### src/rtl/sc_io_input.sv
// Memory-mapped input responder: synchronises and debounces KEY/SW, latches
// sticky press/change events, serves register reads and raises a level irq.
module sc_io_input #(
  parameter logic [31:0] BASE_ADDR       = 32'hFFFF_FF40,
  parameter int unsigned DEBOUNCE_CYCLES = 50000
) (
  input  logic        clock,
  input  logic        resetn,
  input  logic [31:0] addr,
  input  logic [31:0] wdata,
  input  logic        we,
  output logic [31:0] rdata,
  output logic        hit,
  input  logic [3:0]  KEY,
  input  logic [9:0]  SW,
  output logic        irq
);

  localparam int unsigned NK = 4;
  localparam int unsigned NS = 10;
  localparam int unsigned NB = NK + NS;
  localparam int unsigned CW = $clog2(DEBOUNCE_CYCLES);
  localparam logic [CW-1:0] CNT_MAX = CW'(DEBOUNCE_CYCLES - 1);

  localparam logic [2:0] OFF_SW_STATE  = 3'd0;
  localparam logic [2:0] OFF_KEY_STATE = 3'd1;
  localparam logic [2:0] OFF_KEY_EDGE  = 3'd2;
  localparam logic [2:0] OFF_SW_CHG    = 3'd3;
  localparam logic [2:0] OFF_IRQ_EN    = 3'd4;
  localparam logic [2:0] OFF_STATUS    = 3'd5;

  logic [NK-1:0] key_s1_q, key_s2_q;
  logic [NS-1:0] sw_s1_q, sw_s2_q;
  logic [CW-1:0] cnt_q, cnt_d;
  logic [NB-1:0] hist0_q, hist1_q, hist2_q;
  logic [NB-1:0] hist0_d, hist1_d, hist2_d;
  logic [NB-1:0] deb_q, deb_d;
  logic [NK-1:0] key_edge_q, key_edge_d;
  logic [NS-1:0] sw_chg_q, sw_chg_d;
  logic [NB-1:0] irq_en_q, irq_en_d;
  logic [1:0]    tick_cnt_q, tick_cnt_d;
  logic          primed_q, primed_d;
  logic          irq_q, irq_d;

  logic [NB-1:0] in_sync_c;
  logic [NB-1:0] agree_c;
  logic [NK-1:0] key_set_c, key_clr_c;
  logic [NS-1:0] sw_set_c, sw_clr_c;
  logic [2:0]    off_c;
  logic          tick_c;
  logic          wr_en_c;
  logic          unused_c;

  // Decode: window hit, word offset and write strobe; key polarity fixed to pressed=1
  assign hit       = (addr[31:5] == BASE_ADDR[31:5]);
  assign off_c     = addr[4:2];
  assign wr_en_c   = we & hit;
  assign tick_c    = (cnt_q == CNT_MAX);
  assign in_sync_c = {sw_s2_q, ~key_s2_q};
  assign unused_c  = ^{addr[1:0], wdata[31:NB]};
  assign irq       = irq_q;

  // Next-state: prescaler, debounce history, event flags, enables and irq
  always_comb begin
    cnt_d      = tick_c ? '0 : cnt_q + CW'(1);
    hist0_d    = hist0_q;
    hist1_d    = hist1_q;
    hist2_d    = hist2_q;
    deb_d      = deb_q;
    tick_cnt_d = tick_cnt_q;
    primed_d   = primed_q;
    agree_c    = '0;

    if (tick_c) begin
      hist0_d = in_sync_c;
      hist1_d = hist0_q;
      hist2_d = hist1_q;
      // Debounced value moves on the tick that completes three agreeing samples
      agree_c = ~(hist0_d ^ hist1_d) & ~(hist1_d ^ hist2_d);
      deb_d   = (agree_c & hist0_d) | (~agree_c & deb_q);
      if (!primed_q) begin
        tick_cnt_d = tick_cnt_q + 2'd1;
        if (tick_cnt_q == 2'd2) primed_d = 1'b1;
      end
    end

    key_set_c = primed_q ? (deb_d[NK-1:0] & ~deb_q[NK-1:0]) : '0;
    sw_set_c  = primed_q ? (deb_d[NB-1:NK] ^ deb_q[NB-1:NK]) : '0;
    key_clr_c = (wr_en_c && off_c == OFF_KEY_EDGE) ? wdata[NK-1:0] : '0;
    sw_clr_c  = (wr_en_c && off_c == OFF_SW_CHG) ? wdata[NS-1:0] : '0;

    // A set in the same cycle as a clear keeps the flag
    key_edge_d = (key_edge_q & ~key_clr_c) | key_set_c;
    sw_chg_d   = (sw_chg_q & ~sw_clr_c) | sw_set_c;
    irq_en_d   = (wr_en_c && off_c == OFF_IRQ_EN) ? wdata[NB-1:0] : irq_en_q;
    irq_d      = |({sw_chg_q, key_edge_q} & irq_en_q);
  end

  // State registers with asynchronous clear
  always_ff @(posedge clock or negedge resetn) begin
    if (!resetn) begin
      key_s1_q   <= '0;
      key_s2_q   <= '0;
      sw_s1_q    <= '0;
      sw_s2_q    <= '0;
      cnt_q      <= '0;
      hist0_q    <= '0;
      hist1_q    <= '0;
      hist2_q    <= '0;
      deb_q      <= '0;
      key_edge_q <= '0;
      sw_chg_q   <= '0;
      irq_en_q   <= '0;
      tick_cnt_q <= '0;
      primed_q   <= 1'b0;
      irq_q      <= 1'b0;
    end else begin
      key_s1_q   <= KEY;
      key_s2_q   <= key_s1_q;
      sw_s1_q    <= SW;
      sw_s2_q    <= sw_s1_q;
      cnt_q      <= cnt_d;
      hist0_q    <= hist0_d;
      hist1_q    <= hist1_d;
      hist2_q    <= hist2_d;
      deb_q      <= deb_d;
      key_edge_q <= key_edge_d;
      sw_chg_q   <= sw_chg_d;
      irq_en_q   <= irq_en_d;
      tick_cnt_q <= tick_cnt_d;
      primed_q   <= primed_d;
      irq_q      <= irq_d;
    end
  end

  // Side-effect-free read mux; zero outside the window
  always_comb begin
    rdata = '0;
    if (hit) begin
      case (off_c)
        OFF_SW_STATE:  rdata = {22'b0, deb_q[NB-1:NK]};
        OFF_KEY_STATE: rdata = {28'b0, deb_q[NK-1:0]};
        OFF_KEY_EDGE:  rdata = {28'b0, key_edge_q};
        OFF_SW_CHG:    rdata = {22'b0, sw_chg_q};
        OFF_IRQ_EN:    rdata = {18'b0, irq_en_q};
        OFF_STATUS:    rdata = {30'b0, primed_q, irq_q};
        default:       rdata = '0;
      endcase
    end
  end

endmodule

### config.mk
export PLATFORM = sky130hd
export DESIGN_NAME = sc_io_input
export DESIGN_NICKNAME = d
export VERILOG_FILES = /design/src/rtl/sc_io_input.sv
export SDC_FILE = /design/constraint.sdc
export NUM_CORES = 1
export LEC_CHECK = 0
export BUFFER_PORTS_ARGS = -buffer_cell sky130_fd_sc_hd__buf_4
export CORE_ASPECT_RATIO = 0.7
export CORE_UTILIZATION = 25
export CTS_BUF_LIST = sky130_fd_sc_hd__clkbuf_2 sky130_fd_sc_hd__clkbuf_4 sky130_fd_sc_hd__clkbuf_8
export CTS_CLUSTER_DIAMETER = 100
export CTS_CLUSTER_SIZE = 16
export DETAILED_ROUTE_END_ITERATION = 7
export PLACE_DENSITY = 0.41
export SLEW_MARGIN = 30
export SYNTH_ARGS = -nofsm -noshare
export SYNTH_HDL_FRONTEND = slang
export SYNTH_SLANG_ARGS = --single-unit
### constraint.sdc
create_clock -name clock -period 2.39 [get_ports clock]
set_clock_uncertainty 0.1 [all_clocks]
set_input_delay 0.1195 -clock clock [delete_from_list [all_inputs] [get_ports clock]]
set_output_delay 0.1195 -clock clock [all_outputs]
set_load 0.1 [all_outputs]
==> results of run 1 <==
[worst max path at each step]
stage | startpoint | to | slack [ps] | cells after the start
detailed placement | addr[7] | rdata[6] | 320 | 7
global route | primed_q | rdata[1] | 60 | 4
CTS | primed_q | rdata[1] | 160 | 4
global placement | addr[7] | rdata[4] | 300 | 7
floorplan | addr[7] | rdata[4] | -20 | 4
finish | primed_q | rdata[1] | 200 | 4
[Yosys cell counts, types with 8 or more instances]
cell type,count,area (µm²)
a21o_1,11,82.6
buf_2,8,40.0
inv_1,13,48.8
clkbuf_1,12,45.0
o41ai_1,14,123
nor2_1,20,75.1
xnor2_1,10,87.6
a31oi_1,10,62.6
dfrtp_1,118,2950
nor3_1,13,65.1
nor4b_1,10,87.6
mux2_2,41,462
nand4_1,14,87.6
nor2b_1,18,113
o311ai_0,10,87.6
o32ai_1,10,87.6
buf_4,18,135
nand2_1,24,90.1
o21ai_0,9,45.0
a22oi_1,14,105
nand3_1,18,90.1
[layout make-up]
| cell class | count | area, µm² | share of cell area |
|---|---|---|---|
| sequential | 118 | 2950 | 0.408 |
| tap | 282 | 353 | 0.0487 |
| multi-input combinational | 324 | 2430 | 0.336 |
| clock inverter | 8 | 145 | 0.0201 |
| inverter | 13 | 48.8 | 0.00674 |
| clock buffer | 24 | 305 | 0.0422 |
| timing repair buffer | 122 | 1000 | 0.138 |
[kinds of logic (layout without fill, tap and decap cells)]
logic type,after synthesis,count (layout),synth area share
AO/OA/AOI/OAI,91,91,0.126
XOR/XNOR,14,14,0.0219
AND/OR/NAND/NOR,146,146,0.154
adder cells (fa/ha/maj),2,2,0.00448
buffers and inverters,53,167,0.0521
other,1,18,0.000671
multiplexers,53,53,0.113
flip-flops,118,118,0.528
[through the flow]
| step | power [µW] | setup slack (ps) | setup TNS (ps) | instance area [µm²] |
|---|---|---|---|---|
| 3_5_place_dp | 2390 | 318 | 0 | 6500 |
| 4_1_cts | 4540 | 160 | 0 | 7240 |
| 6_report | 4450 | 203 | 0 | 7240 |
| 5_1_grt | 4650 | 57.9 | 0 | 7240 |
| 2_1_floorplan | 2260 | -21.7 | -98.7 | 5680 |
| 3_3_place_gp | 2390 | 296 | 0 | 6500 |
[registers in the layout, summed over array words and instances, names as in the netlist, 10 cells and up]
signal	cells
deb_q	14
cnt_q	16
sw_s2_q	10
sw_chg_q	10
hist0_q	14
sw_s1_q	10
irq_en_q	14
hist1_q	14
[critical path, stage by stage (launching register included)]
cell and delay, ps:
dfrtp_1 480, mux4_2 490, mux2i_1 250, nor2b_4 70, buf_4 240
[where the power goes]
part	total (µW)	internal [µW]	switching, µW
clock network	2060	1260	799
logic	348	124	224
registers	2040	2020	17.4
[layer usage]
layer / vias up / share of wire / global-route usage
met4: 0 / 0.015 / 0.0503
li1: 1997 / - / -
met1: 2107 / 0.53 / 0.199
met3: 17 / 0.036 / 0.0365
met2: 95 / 0.42 / 0.196
met5: - / 0 / 0
==> flow_summary.toml, run 1 <==
[detailed_routing]
routedWlPerCell_um = 16.7
route.detailed.drc = 0
first_pass_iters = 5
drt-total-wl_um = 14900
postRouteAntennaNets = 0
route.vias.total = 4216
viasPerCell = 4.73
drt_iter0_drc = 203

[clock_network]
htree_levels = 4
cts.sinks = 118
cts_resized = 0
cts_tree = "built"
cts-root-buf = "clkbuf_8"
ctsHoldBuffers = 29
postCtsSetupRepairBufs = 0
cts.clk_slew.worst_paths_ps = 70
numCtsBuffers = 17
worstSkewPairLatency_ps = 440
cts_buffer_depth = 2

[floorplanning]
die_area_um2 = 23000
die_x_um = 181
num_rows = 45
initial_utilization = 0.257
io_pins = 115
core_area_um2 = 21800
die_h_um = 127

[timing]
timing.final.crit_share = 0.915
slew_headroom = 0.526
clock.fmax_mhz = 457
setup_violations = 0
rsz0062_at_grt = "no"
hold_violations = 0
post-route-min-period_ps = 2190
maxSlewViolCount = 0
tightest_slew_ps = 711
hold_slack_ps = 70.6

[place]
dp_hpwl_um = 10300
dp.cells = 830
io_buffers = 76
gp_congestion = 0.750

[global_route]
grt_pass1_wl_um = 23900
grt_remaining_overflow = 0
grt_pass1_vias = 4302
grt_antenna_before_repair = 0
grt_usage = 0.138
grt_max_degree = 48

[critical_path]
reg2reg_slack_ps = 310
criticalPathCategory = "reg -> out"
cp-end-kind = "output pin"
required_ps = 2170
r2r-end = "primed_q"
cp_max_fo = 5
start_kind = "flop"
ff2ff_path_depth = 5
arrival_ps = 1970
r2r_start = "cnt_q[11]"

[finish]
post-route-util = 0.332
final_common_cell = "dfrtp_1"
syn_to_final_growth_pct = 29.5
finalNonFillerCells = 891
drive_gt1_frac = 0.302
n_antenna_cell = 0
num-fill-cells = 2194
nets = 679
layout_common_cells = "118 x dfrtp_1, 92 x buf_4, 41 x mux2_2"

[logic_synthesis]
syn_area_um2 = 5590
synthDistinctLibCells = 45
syn_inst = 478
synthFlopType = "dfrtp_1"
async_flop_share = 1.00
synth-edff-count = 0
syn_avg_cell_area_um2 = 11.7
ys_ff_latch = 118
yosysSeqAreaShare = 0.528
yosys_warnings = 0

[job]
cap_violations = 0

[power]
powerDensity_nw_per_um2 = 614
p_leak_uw = 0.00326
ir_worst_vdd_mv = 0.311

[worst_hold_path]
worstHoldPathType = "in -> reg"
min-delay-start = "we"
hold_depth = 4
whs_endpoint = "sw_chg_q[4]"

[run_status]
outcome = "finished, final reports clean"
Note: power is estimated with default switching activity, not from simulation.
==> run 2: changes to the inputs <==
- CTS_BUF_LIST: sky130_fd_sc_hd__clkbuf_2 sky130_fd_sc_hd__clkbuf_4 sky130_fd_sc_hd__clkbuf_8 -> sky130_fd_sc_hd__clkbuf_16
- clock period: 2.39 -> 2.7 ns (I/O delays scaled with it)
==> run 2 against run 1 <==
Count of clock-buffer cells in the layout down 7. Combinational power down 12%. Die area unchanged. Non-clock buffer count down 6. Wire length down 2.5%. Clock power up 12%. Highest routed layer unchanged. Critical endpoint is now rdata[3]. Sequential share of layout area down 0.47 points. Hold slack better by 43 ps.
==> flow_summary.toml, run 2 (synthesis results as in run 1) <==
[detailed_routing]
drt_iter0_drc = 221
routedWlPerCell_um = 16.5
viasPerCell = 4.70
drt-total-wl_um = 14500
first_pass_iters = 4
route.vias.total = 4144
postRouteAntennaNets = 0
route.detailed.drc = 0

[floorplanning]
die_h_um = 127
die_area_um2 = 23000
io_pins = 115
die_x_um = 181
core_area_um2 = 21800
num_rows = 45
initial_utilization = 0.257

[finish]
n_antenna_cell = 0
largest_register = "cnt_q"
layout_common_cells = "118 x dfrtp_1, 86 x buf_4, 41 x mux2_2"
syn_to_final_growth_pct = 31.0
nets = 673
final_common_cell = "dfrtp_1"
drive_gt1_frac = 0.280
largest_reg_flops = 16

[job]
cap_violations = 0

[place]
io_buffers = 76
dp_hpwl_um = 10000
gp_congestion = 0.771
dp_slack_ps = 394

[power]
ir_worst_vdd_mv = 0.363
p_leak_uw = 0.00329
powerDensity_nw_per_um2 = 602

[timing]
hold_violations = 0
maxSlewViolCount = 0
timing.final.crit_share = 0.850
worst_slack_ps = 405
post-route-min-period_ps = 2300
setup_violations = 0
tightest_slew_ps = 630
final.setup.tns_ps = 0
rsz0062_at_grt = "no"
clock.fmax_mhz = 436
slew_headroom = 0.578

[critical_path]
cp-end-kind = "output pin"
start_kind = "primary input"
criticalPathCategory = "in -> out"
cp_max_fo = 6
required_ps = 2470
reg2reg_slack_ps = 560
arrival_ps = 2060

[clock_network]
cts.clk_slew.worst_paths_ps = 50
htree_levels = 4
cts_tree = "built"
cts-root-buf = "clkbuf_16"
numCtsBuffers = 17
cts_buffer_depth = 2
worstSkewPairLatency_ps = 410
cts_resized = 0
cts.sinks = 118

[global_route]
grt_max_degree = 86
grt_pass1_wl_um = 23100
grt_remaining_overflow = 0
grt_pass1_vias = 4144
grt_usage = 0.134
grt_antenna_before_repair = 0

[worst_hold_path]
worstHoldPathType = "in -> async"

[run_status]
outcome = "finished, final reports clean"
[run 2: worst paths after layout]
check                               to  cells past startpoint        start
max in group asynchronous  hist1_q[13]                      3       resetn
setup / recovery              rdata[3]                      7      addr[7]
min in group clock         sw_chg_q[3]                      3           we
hold reg to reg            key_s2_q[0]                      0  key_s1_q[0]
hold / removal                cnt_q[0]                      2       resetn
setup reg to reg              primed_q                      5     cnt_q[4]
[run 2: layout make-up]
class | count | area (µm²)
Multi-Input combinational cell | 324 | 2420
Timing Repair Buffer | 116 | 956
Inverter | 13 | 48.8
Tap cell | 282 | 353
Clock inverter | 12 | 163
Sequential cell | 118 | 2950
Fill cell | 2151 | 14500
Clock buffer | 17 | 425
[run 2: worst max-delay path: stages]
cell	delay, ps
buf_4	100
nand4bb_1	230
nor4_4	480
and2_0	390
buf_4	210
and2_1	200
buf_4	310
[run 2: where the power goes]
group	switching [µW]	total [µW]	internal, µW
logic	197	305	108
clock network	786	2300	1510
registers	14.9	1810	1790
[run 2: per-stage QoR]
step / hold slack, ps / instance area (µm²) / instances / total power (µW) / utilization
6_report: 114 / 7320 / 882 / 4410 / 0.336
3_5_place_dp: 25.9 / 6440 / 824 / 2110 / 0.296
3_3_place_gp: 20.6 / 6440 / 824 / 2110 / 0.296
2_1_floorplan: -261 / 5670 / 495 / 2000 / -
4_1_cts: 119 / 7320 / 882 / 4490 / 0.336
5_1_grt: 152 / 7320 / 882 / 4590 / 0.336
[run 2: metal layers]
layer	track usage	routed length [µm]	part of all wire	vias up
li1	-	-	-	1990
met1	0.195	7350	0.51	2045
met2	0.190	6310	0.43	100
met3	0.0362	728	0.050	9
met4	0.0452	133	0.0092	0
met5	0	0	0	-
[run 2: timing repair]
action                     in CTS  in global routing
setup buffers                   0                  0
hold buffers                   29                  0
hold endpoints to repair       75                  0
setup endpoints to repair       0                  0
